`src/rtl/gf_div_pkg.sv`:
```
// Shared types and helpers for the bit-serial GF(2)[x] / integer divider.
// State and mode encodings plus an MSB priority encoder.
package gf_div_pkg;

    typedef enum logic [1:0] {IDLE, CALC, DONE} state_t;

    localparam logic CARRYLESS = 1'b0;
    localparam logic INTEGER   = 1'b1;

    // Index of the highest set bit; 0 when the value is 0. Operands wider than 32 bits are not supported.
    function automatic int unsigned msb_index(input logic [31:0] v);
        msb_index = 0;
        for (int unsigned i = 0; i < 32; i++) begin
            if (v[i]) msb_index = i;
        end
    endfunction

endpackage

```
`src/rtl/gf_poly_divider_if.sv`:
```
// Operand/result handshake bundle for gf_poly_divider.
// master drives operands and out_ready; slave is the divider.
interface gf_poly_divider_if #(
    parameter int DATA_WIDTH = 4
);
    logic                    in_valid;
    logic                    in_ready;
    logic                    carry_option;
    logic [2*DATA_WIDTH-1:0] dividend;
    logic [DATA_WIDTH-1:0]   divisor;
    logic                    out_valid;
    logic                    out_ready;
    logic [2*DATA_WIDTH-1:0] quotient;
    logic [DATA_WIDTH-1:0]   remainder;
    logic                    div_by_zero;

    modport master (
        output in_valid, carry_option, dividend, divisor, out_ready,
        input  in_ready, out_valid, quotient, remainder, div_by_zero
    );

    modport slave (
        input  in_valid, carry_option, dividend, divisor, out_ready,
        output in_ready, out_valid, quotient, remainder, div_by_zero
    );
endinterface

```
`src/rtl/gf_div_step.sv`:
```
// Combinational single-bit division step: shifts one dividend bit into the
// partial remainder and conditionally subtracts (integer) or XORs (carry-less) the divisor.
import gf_div_pkg::*;

module gf_div_step #(
    parameter int DATA_WIDTH = 4,
    parameter int DMSB_W     = $clog2(DATA_WIDTH)
) (
    input  logic [DATA_WIDTH-1:0] r,
    input  logic                  dbit,
    input  logic [DATA_WIDTH-1:0] divisor,
    input  logic [DMSB_W-1:0]     dmsb,
    input  logic                  mode,
    output logic [DATA_WIDTH-1:0] r_next,
    output logic                  qbit
);
    logic [DATA_WIDTH:0] t;
    logic [DATA_WIDTH:0] diff;
    logic [DATA_WIDTH:0] xr;

    always_comb begin
        t      = {r, dbit};
        diff   = t - {1'b0, divisor};
        xr     = t ^ {1'b0, divisor};
        r_next = t[DATA_WIDTH-1:0];
        qbit   = 1'b0;
        if (mode == INTEGER) begin
            // r < divisor keeps t < 2*divisor, so the difference fits in DATA_WIDTH bits
            if (t >= {1'b0, divisor}) begin
                r_next = diff[DATA_WIDTH-1:0];
                qbit   = 1'b1;
            end
        end else if (t[dmsb]) begin
            r_next = xr[DATA_WIDTH-1:0];
            qbit   = 1'b1;
        end
    end
endmodule

```
`src/rtl/gf_poly_divider.sv`:
```
// Bit-serial divider, MSB first: carry-less GF(2)[x] or unsigned integer division.
// Optional macro GF_DIV_EARLY_EXIT_EN skips the dividend's leading zeros.
import gf_div_pkg::*;

module gf_poly_divider #(
    parameter int DATA_WIDTH = 4
) (
    input logic             clk,
    input logic             rst_n,
    gf_poly_divider_if.slave bus
);
    localparam int QW     = 2 * DATA_WIDTH;
    localparam int CNT_W  = $clog2(QW);
    localparam int DMSB_W = $clog2(DATA_WIDTH);

    state_t                state;
    logic [QW-1:0]         divd;
    logic [DATA_WIDTH-1:0] dvsr;
    logic                  mode;
    logic [DMSB_W-1:0]     dmsb;
    logic [DATA_WIDTH-1:0] r;
    logic [QW-1:0]         quo;
    logic [CNT_W-1:0]      cnt;
    logic [QW-1:0]         quotient_q;
    logic [DATA_WIDTH-1:0] remainder_q;
    logic                  dbz_q;
    logic [DATA_WIDTH-1:0] r_next;
    logic                  qbit;

    gf_div_step #(
        .DATA_WIDTH(DATA_WIDTH),
        .DMSB_W    (DMSB_W)
    ) u_step (
        .r      (r),
        .dbit   (divd[cnt]),
        .divisor(dvsr),
        .dmsb   (dmsb),
        .mode   (mode),
        .r_next (r_next),
        .qbit   (qbit)
    );

    always_ff @(posedge clk or negedge rst_n) begin
        if (!rst_n) begin
            state       <= IDLE;
            divd        <= '0;
            dvsr        <= '0;
            mode        <= CARRYLESS;
            dmsb        <= '0;
            r           <= '0;
            quo         <= '0;
            cnt         <= '0;
            quotient_q  <= '0;
            remainder_q <= '0;
            dbz_q       <= 1'b0;
        end else begin
            case (state)
                IDLE: begin
                    if (bus.in_valid) begin
                        divd        <= bus.dividend;
                        dvsr        <= bus.divisor;
                        mode        <= bus.carry_option;
                        dmsb        <= DMSB_W'(msb_index(32'(bus.divisor)));
                        r           <= '0;
                        quo         <= '0;
                        quotient_q  <= '0;
                        remainder_q <= '0;
`ifdef GF_DIV_EARLY_EXIT_EN
                        cnt         <= CNT_W'(msb_index(32'(bus.dividend)));
`else
                        cnt         <= CNT_W'(QW - 1);
`endif
                        if (bus.divisor == '0) begin
                            state       <= DONE;
                            quotient_q  <= '1;
                            remainder_q <= bus.dividend[DATA_WIDTH-1:0];
                            dbz_q       <= 1'b1;
                        end else begin
                            state <= CALC;
                            dbz_q <= 1'b0;
                        end
                    end
                end
                CALC: begin
                    r   <= r_next;
                    quo <= {quo[QW-2:0], qbit};
                    if (cnt == '0) begin
                        state       <= DONE;
                        quotient_q  <= {quo[QW-2:0], qbit};
                        remainder_q <= r_next;
                    end else begin
                        cnt <= cnt - 1'b1;
                    end
                end
                DONE: begin
                    if (bus.out_ready) state <= IDLE;
                end
                default: state <= IDLE;
            endcase
        end
    end

    assign bus.in_ready    = (state == IDLE);
    assign bus.out_valid   = (state == DONE);
    assign bus.quotient    = quotient_q;
    assign bus.remainder   = remainder_q;
    assign bus.div_by_zero = dbz_q;
endmodule

```
`src/flat_wrapper.sv`:
```
// flat-port wrapper written by rule: the top's interface ports become plain ports
module gf_poly_divider_flat 
#(
    parameter int DATA_WIDTH = 4
)
  (clk, rst_n, bus_in_valid, bus_carry_option, bus_dividend, bus_divisor, bus_out_ready, bus_in_ready, bus_out_valid, bus_quotient, bus_remainder, bus_div_by_zero);
  gf_poly_divider_if #(.DATA_WIDTH(DATA_WIDTH)) bus_i ();
  input logic clk;
  input logic rst_n;
  input wire logic [$bits(bus_i.in_valid)-1:0] bus_in_valid;
  input wire logic [$bits(bus_i.carry_option)-1:0] bus_carry_option;
  input wire logic [$bits(bus_i.dividend)-1:0] bus_dividend;
  input wire logic [$bits(bus_i.divisor)-1:0] bus_divisor;
  input wire logic [$bits(bus_i.out_ready)-1:0] bus_out_ready;
  output wire logic [$bits(bus_i.in_ready)-1:0] bus_in_ready;
  output wire logic [$bits(bus_i.out_valid)-1:0] bus_out_valid;
  output wire logic [$bits(bus_i.quotient)-1:0] bus_quotient;
  output wire logic [$bits(bus_i.remainder)-1:0] bus_remainder;
  output wire logic [$bits(bus_i.div_by_zero)-1:0] bus_div_by_zero;
  assign bus_i.in_valid = bus_in_valid;
  assign bus_i.carry_option = bus_carry_option;
  assign bus_i.dividend = bus_dividend;
  assign bus_i.divisor = bus_divisor;
  assign bus_i.out_ready = bus_out_ready;
  assign bus_in_ready = bus_i.in_ready;
  assign bus_out_valid = bus_i.out_valid;
  assign bus_quotient = bus_i.quotient;
  assign bus_remainder = bus_i.remainder;
  assign bus_div_by_zero = bus_i.div_by_zero;
  gf_poly_divider #(.DATA_WIDTH(DATA_WIDTH)) u_core (.clk(clk), .rst_n(rst_n), .bus(bus_i));
endmodule
```
`config.mk`:
```
export PLATFORM = sky130hd
export DESIGN_NAME = gf_poly_divider_flat
export DESIGN_NICKNAME = d
export VERILOG_FILES = /design/src/rtl/gf_div_pkg.sv /design/src/rtl/gf_poly_divider_if.sv /design/src/rtl/gf_div_step.sv /design/src/rtl/gf_poly_divider.sv /design/src/flat_wrapper.sv
export SDC_FILE = /design/constraint.sdc
export NUM_CORES = 1
export LEC_CHECK = 0
export BUFFER_PORTS_ARGS = -buffer_cell sky130_fd_sc_hd__buf_4
export CAP_MARGIN = 25
export CORE_ASPECT_RATIO = 0.7
export CORE_MARGIN = 2
export CORE_UTILIZATION = 45
export DETAILED_ROUTE_END_ITERATION = 7
export GPL_TIMING_DRIVEN = 0
export PLACE_DENSITY = 0.73
export SYNTH_ARGS = -nofsm -noshare
export SYNTH_HDL_FRONTEND = slang
export SYNTH_HIERARCHICAL = 1
export SYNTH_SLANG_ARGS = --single-unit
```
`constraint.sdc`:
```
create_clock -name clk -period 6.45 [get_ports clk]
set_input_delay 0 -clock clk [delete_from_list [all_inputs] [get_ports clk]]
set_output_delay 0 -clock clk [all_outputs]
set_load 0.02 [all_outputs]
```
==> results of run 1 <==
-- logic make-up after synthesis --
kind of cell | after synthesis
flip-flops | 44
adder cells (fa/ha/maj) | 7
AO/OA/AOI/OAI | 39
multiplexers | 21
AND/OR/NAND/NOR | 76
buffers and inverters | 22
-- placed cells by master (no fill, tap or decap), types with 5 or more instances in the layout --
cell	instances
buf_6	5
nor3_1	5
dfrtp_1	44
dlygate4sd3_1	16
inv_1	12
nand2_1	39
a21oi_1	5
mux2_2	15
buf_4	32
a2bb2oi_1	7
nand3_1	5
clkbuf_8	5
nor2_1	9
ha_1	6
-- worst reg2reg max path, delay by kind of cell, from the launching register on --
kind                       cells  cell delay [ns]
buffers and inverters          2             0.16
adders and majority gates      2             0.57
DFF                            1             0.46
muxes                          2             0.87
AOI/OAI and AO/OA              3             0.62
and+or+nand+nor                2             0.32
-- layout make-up --
| type | instances | share of cell area [%] |
|---|---|---|
| flip-flops and latches | 44 | 38.0 |
| clock inverters | 3 | 1.60 |
| clock buffers | 5 | 2.38 |
| well taps | 69 | 2.98 |
| repair buffers | 47 | 13.6 |
| plain buffers | 10 | 2.85 |
| multi-input cells | 143 | 37.0 |
| inverters | 12 | 1.56 |
-- synthesized netlist by cell type (2+ instances only) --
cell	instances	area [sq um]
dfrtp_1	44	1100
nand2_1	39	146
mux2_2	15	169
inv_1	12	45.0
nor2_1	9	33.8
a2bb2oi_1	7	61.3
ha_1	6	75.1
a21oi_1	5	25.0
buf_6	5	56.3
nand3_1	5	25.0
nor3_1	5	25.0
a31oi_2	4	50.1
o21ai_0	4	20.0
a211oi_1	3	22.5
a31oi_1	3	18.8
buf_2	3	15.0
mux2i_1	3	30.0
mux4_2	3	67.6
nand2b_1	3	18.8
a311oi_1	2	17.5
and2b_1	2	15.0
and3_1	2	12.5
nor3b_1	2	15.0
-- flip-flops by register name, indices dropped and copies added, names as in the netlist --
register                count
u_core/r                    4
u_core/dvsr                 4
u_core/divd                 8
u_core/cnt                  3
u_core/bus.remainder        4
u_core/dmsb                 2
u_core/mode                 1
u_core/state                2
u_core/bus.div_by_zero      1
u_core/bus.quotient         8
u_core/quo                  7
-- timing repair --
item | in CTS | in global routing
hold buffers | 16 | 0
gates resized for setup | 0 | 0
buffers inserted | 0 | 0
endpoints found under the hold margin | 59 | 0
-- routing by layer --
metal	global-route usage [%]	routed length, microns	vias to the layer above
li1	-	-	850
met1	29.2	2540	843
met2	30.1	2370	42
met3	5.17	235	9
met4	5.41	64	0
met5	0	0	-
-- final timing paths --
| kind | slack [ns] | depth (start not counted) | end | start |
|---|---|---|---|---|
| worst max register to register | 3.39 | 11 | u_core/bus.remainder[2]$_DFFE_PN0P_ | u_core/cnt[0]$_DFFE_PN0P_ |
| worst max-delay path | 3.39 | 11 | u_core/bus.remainder[2]$_DFFE_PN0P_ | u_core/cnt[0]$_DFFE_PN0P_ |
| max in group asynchronous | 5.87 | 2 | u_core/dmsb[0]$_DFFE_PN0P_ | rst_n |
| worst min-delay path | 0.20 | 2 | u_core/bus.quotient[3]$_DFFE_PN0P_ | rst_n |
| worst min register to register | 0.49 | 2 | u_core/quo[3]$_DFFE_PN0P_ | u_core/quo[3]$_DFFE_PN0P_ |
| min in group clk | 0.44 | 3 | u_core/state[1]$_DFFE_PN0P_ | bus_out_ready |
-- power by group through the flow --
| stage | logic (mW) | clock network (mW) | registers, mW |
|---|---|---|---|
| 2_1_floorplan | 0.580 | 0 | 0.536 |
| 3_3_place_gp | 0.819 | 0 | 0.511 |
| 3_5_place_dp | 0.844 | 0 | 0.517 |
| 4_1_cts | 0.856 | 0.222 | 0.513 |
| 5_1_grt | 0.944 | 0.234 | 0.530 |
| 6_report | 0.861 | 0.220 | 0.512 |
==> metrics.txt, run 1 <==
area of the die 5710 sq um; via count 1744; Total GRT Usage 20.1%; Psw 0.664 mW; DP Worst Slack 3.45 ns; # H-tree levels 2; Filler Cells Inserted 414; Core Util, Final 59.5%; Mapped Nets 233; Synth Flop Type dfrtp_1; pin count of the biggest net entering global routing 45; post-route ant nets 0; DRC viols 0; placed cell area 2620 sq um; fraction of the mapped netlist area in compound gates 13.8%; row count 21; total power 1.59 mW; Core Area 4860 sq um; crit path DAT 3.30 ns; Die W 89.4 microns; internal power 0.929 mW; critical path type register to register; Cell Area, Synth 2300 sq um; final setup TNS 0 ns; Lkg Pwr 1.33 nW; xor and xnor area share after synthesis 0%; Initial Util 47.3%; multiplexer share of the synthesized area 11.6%; largest family of logic cells by synthesized area simple AND/OR/NAND/NOR gates; Hold Fails Final Rpt 0; placed cell count 309; Reg power frac 32.2%; syn avg cell area 11.0 sq um; slowest stage delay, CP 0.54 ns; Crit-path slowest cell mux4_2; worst min-delay path class primary input to async pin; Syn-to-layout area delta 25.8%; Clock Sink Count 44; unrepaired setup endpoints after global routing false; final setup skew 0.00731 ns; Post-Synth Simple-Gate Area 17.0%; CTS clk-pin slew, worst paths 0.09 ns; gpl congestion 0.867; Startpoint Class register; register area 1100 sq um; post-route cell area 2890 sq um; Hold Worst Slack 0.203 ns; GR Overflow Total 0; Critical Path End Type register; initial DRC count 103; Slew Viols, Final 0; worst-path cell chain mux4_2 -> mux2_2 -> inv_1 -> ha_1 -> inv_1 -> fa_1 -> and2_1 -> o2111a_1 -> a211oi_1 -> nand2_1 -> a31oi_2; Via density 5.24; CP bufs+invs 2; initial antenna violation count 0; share of cells above drive strength 1 29.9%; I/O Pins 32; synth unique cells 46; first-pass GRT wire length 8590 microns; Sw Ratio 41.7%; Max Clk Rate 327 MHz; Skew-Pair Late Insertion Delay 0.31 ns; Die Height 63.8 microns; CTS buffer count 5; Worst VDD drop 0.243 mV; share of synthesized registers carrying an async set or reset 100%; Slew HR 61.7%; Comb power frac 54.0%; Post-synth EDFFs 0; fin crit period 3.06 ns; Finished Layout Cells 333; CTS max path bufs 2; Pwr Density 550 nW/um^2; run status finished, final reports clean; Gate Count Post-Synth 209; clock root cell clkbuf_8; IO Port Bufs 31; footprint of the multi-input gates 1070 sq um; actual slew at the worst max-slew pin 0.571 ns; most frequent CP cell inv_1; number of global-route vias before repair 1713; ant diodes 0; total wire length 5210 microns; Synth Area in Adders 4.13%; Req. time, crit path 6.69 ns; maxcap violations 0; Seq/Total Area, Yosys 47.9%; Post-DP HPWL 3650 microns; Final setup viols 0; Final #Nets 287; yosys warns 6; synthesis-stage register bit count 44; fin crit share 47.4%; CP top delay family multiplexers; setup ws final 3.39 ns; Worst Path Max Fanout 5; CTS tree yes; drt wl/cell 15.6 microns; clock network fraction of total power 13.8%; 1st-pass router iterations 4
Note: power is estimated with default switching activity, not from simulation.
==> run 2: changes to the inputs <==
==> constraint.sdc (replaced) <==
create_clock -name clk -period 2.9 [get_ports clk]
set_input_delay 0 -clock clk [delete_from_list [all_inputs] [get_ports clk]]
set_output_delay 0 -clock clk [all_outputs]
set_load 0.02 [all_outputs]
==> metrics.txt, run 2 (synthesis results as in run 1) <==
CTS clk-pin slew, worst paths 0.09 ns; Psw 1.52 mW; final setup TNS 0 ns; via count 1744; crit path DAT 3.05 ns; worst-path cell chain mux4_2 -> mux2_4 -> inv_2 -> ha_4 -> inv_1 -> fa_2 -> and2_1 -> o2111a_1 -> a211oi_2 -> nand2_1 -> a31oi_2; Pwr Density 1240 nW/um^2; area of the die 5710 sq um; internal power 2.14 mW; 1st-pass router iterations 4; footprint of the multi-input gates 1100 sq um; critical path type register to register; # H-tree levels 2; Core Util, Final 60.5%; most frequent cells in the layout dfrtp_1 (43), nand2_1 (39), buf_4 (34); Hold Fails Final Rpt 0; clock network fraction of total power 13.6%; worst min-delay path class primary input to async pin; Core Area 4860 sq um; Die Height 63.8 microns; commonest non-fill, non-tap cell in the layout dfrtp_1; IO Port Bufs 31; Startpoint Class register; Slew Viols, Final 0; gpl congestion 0.867; Syn-to-layout area delta 27.9%; Max Clk Rate 356 MHz; drt wl/cell 15.8 microns; FF-to-FF path depth 11; I/O Pins 32; ant diodes 0; initial DRC count 137; Worst Path Max Fanout 3; share of cells above drive strength 1 32.7%; placed cell area 2620 sq um; first-pass GRT wire length 8660 microns; initial antenna violation count 0; Final #Nets 289; Final setup viols 0; Clock Sink Count 44; setup ws final 0.0940 ns; total wire length 5290 microns; post-route cell area 2940 sq um; Critical Path End Type register; final setup skew 0.00852 ns; Comb power frac 55.3%; CTS tree yes; Filler Cells Inserted 410; Via density 5.21; Lkg Pwr 1.35 nW; DP Worst Slack -0.0960 ns; DRC viols 0; number of global-route vias before repair 1712; Crit-path slowest cell mux4_2; Total GRT Usage 20.3%; CTS buffer count 5; GR Overflow Total 0; actual slew at the worst max-slew pin 0.558 ns; Sw Ratio 41.5%; slowest stage delay, CP 0.51 ns; Worst VDD drop 0.543 mV; register area 1100 sq um; Hold Worst Slack 0.204 ns; clock root cell clkbuf_8; Die W 89.4 microns; Post-DP HPWL 3650 microns; maxcap violations 0; row count 21; Skew-Pair Late Insertion Delay 0.31 ns; post-route ant nets 0; fin crit period 2.81 ns; Initial Util 47.3%; run status finished, final reports clean; CTS max path bufs 2; fin crit share 96.8%; Reg power frac 31.2%; pin count of the biggest net entering global routing 45; Slew HR 62.6%; Req. time, crit path 3.14 ns
[run 2: cell count changes in the layout (fill, tap and decap cells not counted), sizes merged]
| cell | before | now |
|---|---|---|
| buf | 40 | 42 |
[run 2: metal layers]
metal / share of wire (%) / track usage [%] / up-vias
li1: - / - / 855
met1: 49 / 29.4 / 844
met2: 47 / 30.7 / 37
met3: 3.9 / 5.17 / 8
met4: 0.98 / 4.85 / 0
met5: 0 / 0 / -
[run 2: worst max-delay path: cells and delay by family, from the launching register on]
| family | cells | cell delay [ns] |
|---|---|---|
| and+or+nand+nor | 2 | 0.30 |
| muxes | 2 | 0.80 |
| buffers and inverters | 2 | 0.14 |
| DFF | 1 | 0.41 |
| AOI/OAI and AO/OA | 3 | 0.62 |
| adders and majority gates | 2 | 0.48 |
[run 2: repair_timing]
item,CTS,global route
resized for setup,2,6
setup buffers,1,1
endpoints found under the hold margin,59,0
hold buffers,16,0
pin swaps,1,1
setup endpoints to repair,3,4
[run 2: area by class of cell]
class	count	area share (%)
Sequential cell	44	37.5
Buffer	10	2.81
Clock buffer	5	2.34
Multi-Input combinational cell	143	37.4
Timing Repair Buffer	49	13.9
Tap cell	69	2.94
Clock inverter	3	1.57
Inverter	12	1.53
[run 2: per-stage QoR]
stage / power, mW / std cells
after floorplan: 2.48 / 209
after global placement: 2.96 / 309
after detailed placement: 3.03 / 309
after CTS: 3.57 / 334
after global routing: 3.93 / 335
final: 3.66 / 335
[run 2: final timing paths]
| check | start | to | slack [ns] |
|---|---|---|---|
| min in group clk | bus_out_ready | u_core/state[1]$_DFFE_PN0P_ | 0.44 |
| setup / recovery | u_core/cnt[0]$_DFFE_PN0P_ | u_core/bus.remainder[2]$_DFFE_PN0P_ | 0.09 |
| setup reg to reg | u_core/cnt[0]$_DFFE_PN0P_ | u_core/bus.remainder[2]$_DFFE_PN0P_ | 0.09 |
| hold / removal | rst_n | u_core/bus.quotient[3]$_DFFE_PN0P_ | 0.20 |
| max in group asynchronous | rst_n | u_core/cnt[0]$_DFFE_PN0P_ | 2.28 |
| hold reg to reg | u_core/quo[3]$_DFFE_PN0P_ | u_core/quo[3]$_DFFE_PN0P_ | 0.49 |
[run 2: power by group through the flow]
stage               Clock [mW]  Sequential [mW]  Combinational [mW]
global placement             0             1.14                1.82
finish                   0.496             1.14                2.02
CTS                      0.493             1.14                1.93
detailed placement           0             1.15                1.88
global route             0.525             1.18                2.23
floorplan                    0             1.19                1.29
==> run 3: changes to the inputs <==
--- a/config.mk
+++ b/config.mk
@@ -5,6 +5,7 @@
 export SDC_FILE = /design/constraint.sdc
 export NUM_CORES = 1
 export LEC_CHECK = 0
+export ABC_AREA = 1
 export BUFFER_PORTS_ARGS = -buffer_cell sky130_fd_sc_hd__buf_4
 export CAP_MARGIN = 25
 export CORE_ASPECT_RATIO = 0.7
@@ -12,6 +13,7 @@
 export CORE_UTILIZATION = 45
 export DETAILED_ROUTE_END_ITERATION = 7
 export GPL_TIMING_DRIVEN = 0
+export HOLD_SLACK_MARGIN = 0.1
 export PLACE_DENSITY = 0.73
 export SYNTH_ARGS = -nofsm -noshare
 export SYNTH_HDL_FRONTEND = slang
==> metrics.txt, run 3 <==
actual slew at the worst max-slew pin 0.563 ns; Max Clk Rate 392 MHz; DRC viols 0; Slew Viols, Final 0; final setup TNS 0 ns; via count 2059; Pwr Density 1160 nW/um^2; fin crit period 2.55 ns; initial DRC count 158; Final setup viols 0; Final #Nets 378; yosys warns 6; synthesis-stage register bit count 44; Post-synth EDFFs 0; GR Overflow Total 0; clock root cell clkbuf_8; worst reg2reg endpoint u_core/bus.remainder[1]$_DFFE_PN0P_; top cells by count, synth nand2_1 (108), dfrtp_1 (44), inv_1 (31); worst-path cell chain inv_1 -> nor2_1 -> o21ai_0 -> nand2_1 -> nand2_1 -> inv_1 -> ha_1 -> inv_1 -> fa_1 -> inv_1 -> nand2_1 -> nand3_1 -> nand2_1 -> nand2_1 -> nand3_2 -> nor2_1 -> nor2_2; synth unique cells 26; Core Area 5150 sq um; Lkg Pwr 1.56 nW; area of the die 5860 sq um; total wire length 5290 microns; Mapped Nets 325; I/O Pins 32; Skew-Pair Late Insertion Delay 0.30 ns; Cell Area, Synth 2370 sq um; Crit. Startpoint u_core/cnt[0]$_DFFE_PN0P_; drt wl/cell 12.4 microns; Die W 90.7 microns; Hold Fails Final Rpt 0; CTS tree yes; Worst Path Max Fanout 7; Die Height 64.7 microns; CTS clk-pin slew, worst paths 0.08 ns; row count 22; Req. time, crit path 3.10 ns; pin count of the biggest net entering global routing 45; Synth Flop Type dfrtp_1; Clock Sink Count 44; Hold Worst Slack 0.166 ns; Post-DP HPWL 3740 microns; # H-tree levels 2; reg2reg setup slack 0.35 ns; post-synth top area cell dfrtp_1; share of cells above drive strength 1 20.3%; share of synthesized registers carrying an async set or reset 100%; maxcap violations 0; critical path type register to register; Setup crit end u_core/bus.remainder[1]$_DFFE_PN0P_; Critical Path End Type register; hold path start bus_in_valid; most frequent cell after synthesis nand2_1; gpl congestion 0.868; Slew HR 62.5%; worst min-delay path class primary input to register; reg-to-reg critical path startpoint u_core/cnt[0]$_DFFE_PN0P_; IO Port Bufs 31; Synth top area share 46.5%; 1st-pass router iterations 4; first-pass GRT wire length 9190 microns; number of global-route vias before repair 1992; Total GRT Usage 19.9%; syn avg cell area 7.86 sq um; crit path DAT 2.75 ns; Initial Util 46.0%; most frequent CP cell nand2_1; Post-CTS Resized 0; Via density 4.82; Crit-path slowest cell dfrtp_1; final setup skew 0.00918 ns; most frequent cells in the layout nand2_1 (108), dfrtp_1 (44), buf_4 (35); commonest non-fill, non-tap cell in the layout nand2_1; unrepaired setup endpoints after global routing false; CTS max path bufs 2; synth top area cells dfrtp_1 (47%), nand2_1 (17%), inv_1 (4.9%), nand3_1 (4.4%), o21ai_0 (4.2%); CTS buffer count 5; Worst VDD drop 0.437 mV; FF-to-FF path depth 17; run status finished, final reports clean; Syn-to-layout area delta 23.9%; fin crit share 87.9%; post-route ant nets 0; Filler Cells Inserted 486; slowest stage delay, CP 0.44 ns; Seq/Total Area, Yosys 46.5%; Gate Count Post-Synth 301; initial antenna violation count 0; ant diodes 0; Startpoint Class register
run 3: cell count changes after synthesis, moves of 6 or more:
cell | previous run | this run
o22ai_1 | 1 | 7
nand3_1 | 5 | 21
a2bb2oi_1 | 7 | 0
o21ai_0 | 4 | 20
inv_1 | 12 | 31
nand2_1 | 39 | 108
mux2_2 | 15 | 0
a21oi_2 | 0 | 6
nor2_1 | 9 | 20
run 3: area by class of cell:
| type | count | area [sq um] | area share, % |
|---|---|---|---|
| Sequential cell | 44 | 1100 | 37.6 |
| Multi-Input combinational cell | 215 | 1080 | 36.9 |
| Timing Repair Buffer | 46 | 383 | 13.1 |
| Inverter | 35 | 131 | 4.48 |
| Tap cell | 72 | 90.1 | 3.07 |
| Clock buffer | 6 | 82.6 | 2.82 |
| Buffer | 7 | 51.3 | 1.75 |
| Clock inverter | 2 | 10.0 | 0.341 |
run 3: report_power, final:
| group | switching [mW] | total, mW | internal [mW] |
|---|---|---|---|
| Sequential | 0.200 | 1.08 | 0.880 |
| Combinational | 1.19 | 1.91 | 0.721 |
| Clock | 0.208 | 0.398 | 0.190 |
run 3: metrics by stage:
stage	total power, mW	setup WS [ns]	util, %	instances	area [sq um]
3_3_place_gp	2.91	0.396	52.2	404	2690
4_1_cts	3.41	0.334	57.0	427	2930
6_report	3.39	0.350	57.0	427	2930
5_1_grt	3.75	0.0182	57.0	427	2930
2_1_floorplan	2.48	0.720	-	301	2370
3_5_place_dp	2.98	0.359	52.2	404	2690
run 3: worst min path at each step:
stage                                                    end  cells after the start
final                                u_core/mode$_DFFE_PN0P_                      5
after global routing                 u_core/mode$_DFFE_PN0P_                      5
after floorplan           u_core/bus.div_by_zero$_DFFE_PN0P_                      0
after global placement    u_core/bus.quotient[1]$_DFFE_PN0P_                      1
after detailed placement  u_core/bus.quotient[2]$_DFFE_PN0P_                      1
after CTS                            u_core/mode$_DFFE_PN0P_                      5
run 3: metal layers:
layer | share of wire [%] | global-route usage [%]
met1 | 51 | 28.7
met2 | 42 | 29.8
met3 | 5.5 | 5.12
met4 | 0.89 | 6.15
met5 | 0 | 0
run 3: repair_timing:
| item | CTS | global route |
|---|---|---|
| endpoints found under the hold margin | 60 | 0 |
| hold buffers | 15 | 0 |
| buffers inserted | 0 | 0 |
run 3: critical path: cells and delay by family (launching register included):
family	cells	cell delay, ns
AND/OR/NAND/NOR	10	0.76
adder cells (fa/ha/maj)	2	0.62
flip-flops	1	0.44
buffers and inverters	4	0.39
AO/OA/AOI/OAI	1	0.22
run 3: logic make-up (layout without fill, tap and decap cells):
family / Yosys count / count (layout) / share of synthesized area [%]
AOI/OAI and AO/OA: 38 / 38 / 9.57
xor gates and xnor gates: 1 / 1 / 0.370
adders and majority gates: 7 / 7 / 4.02
buffers and inverters: 42 / 96 / 7.72
DFF: 44 / 44 / 46.5
and+or+nand+nor: 169 / 169 / 31.8
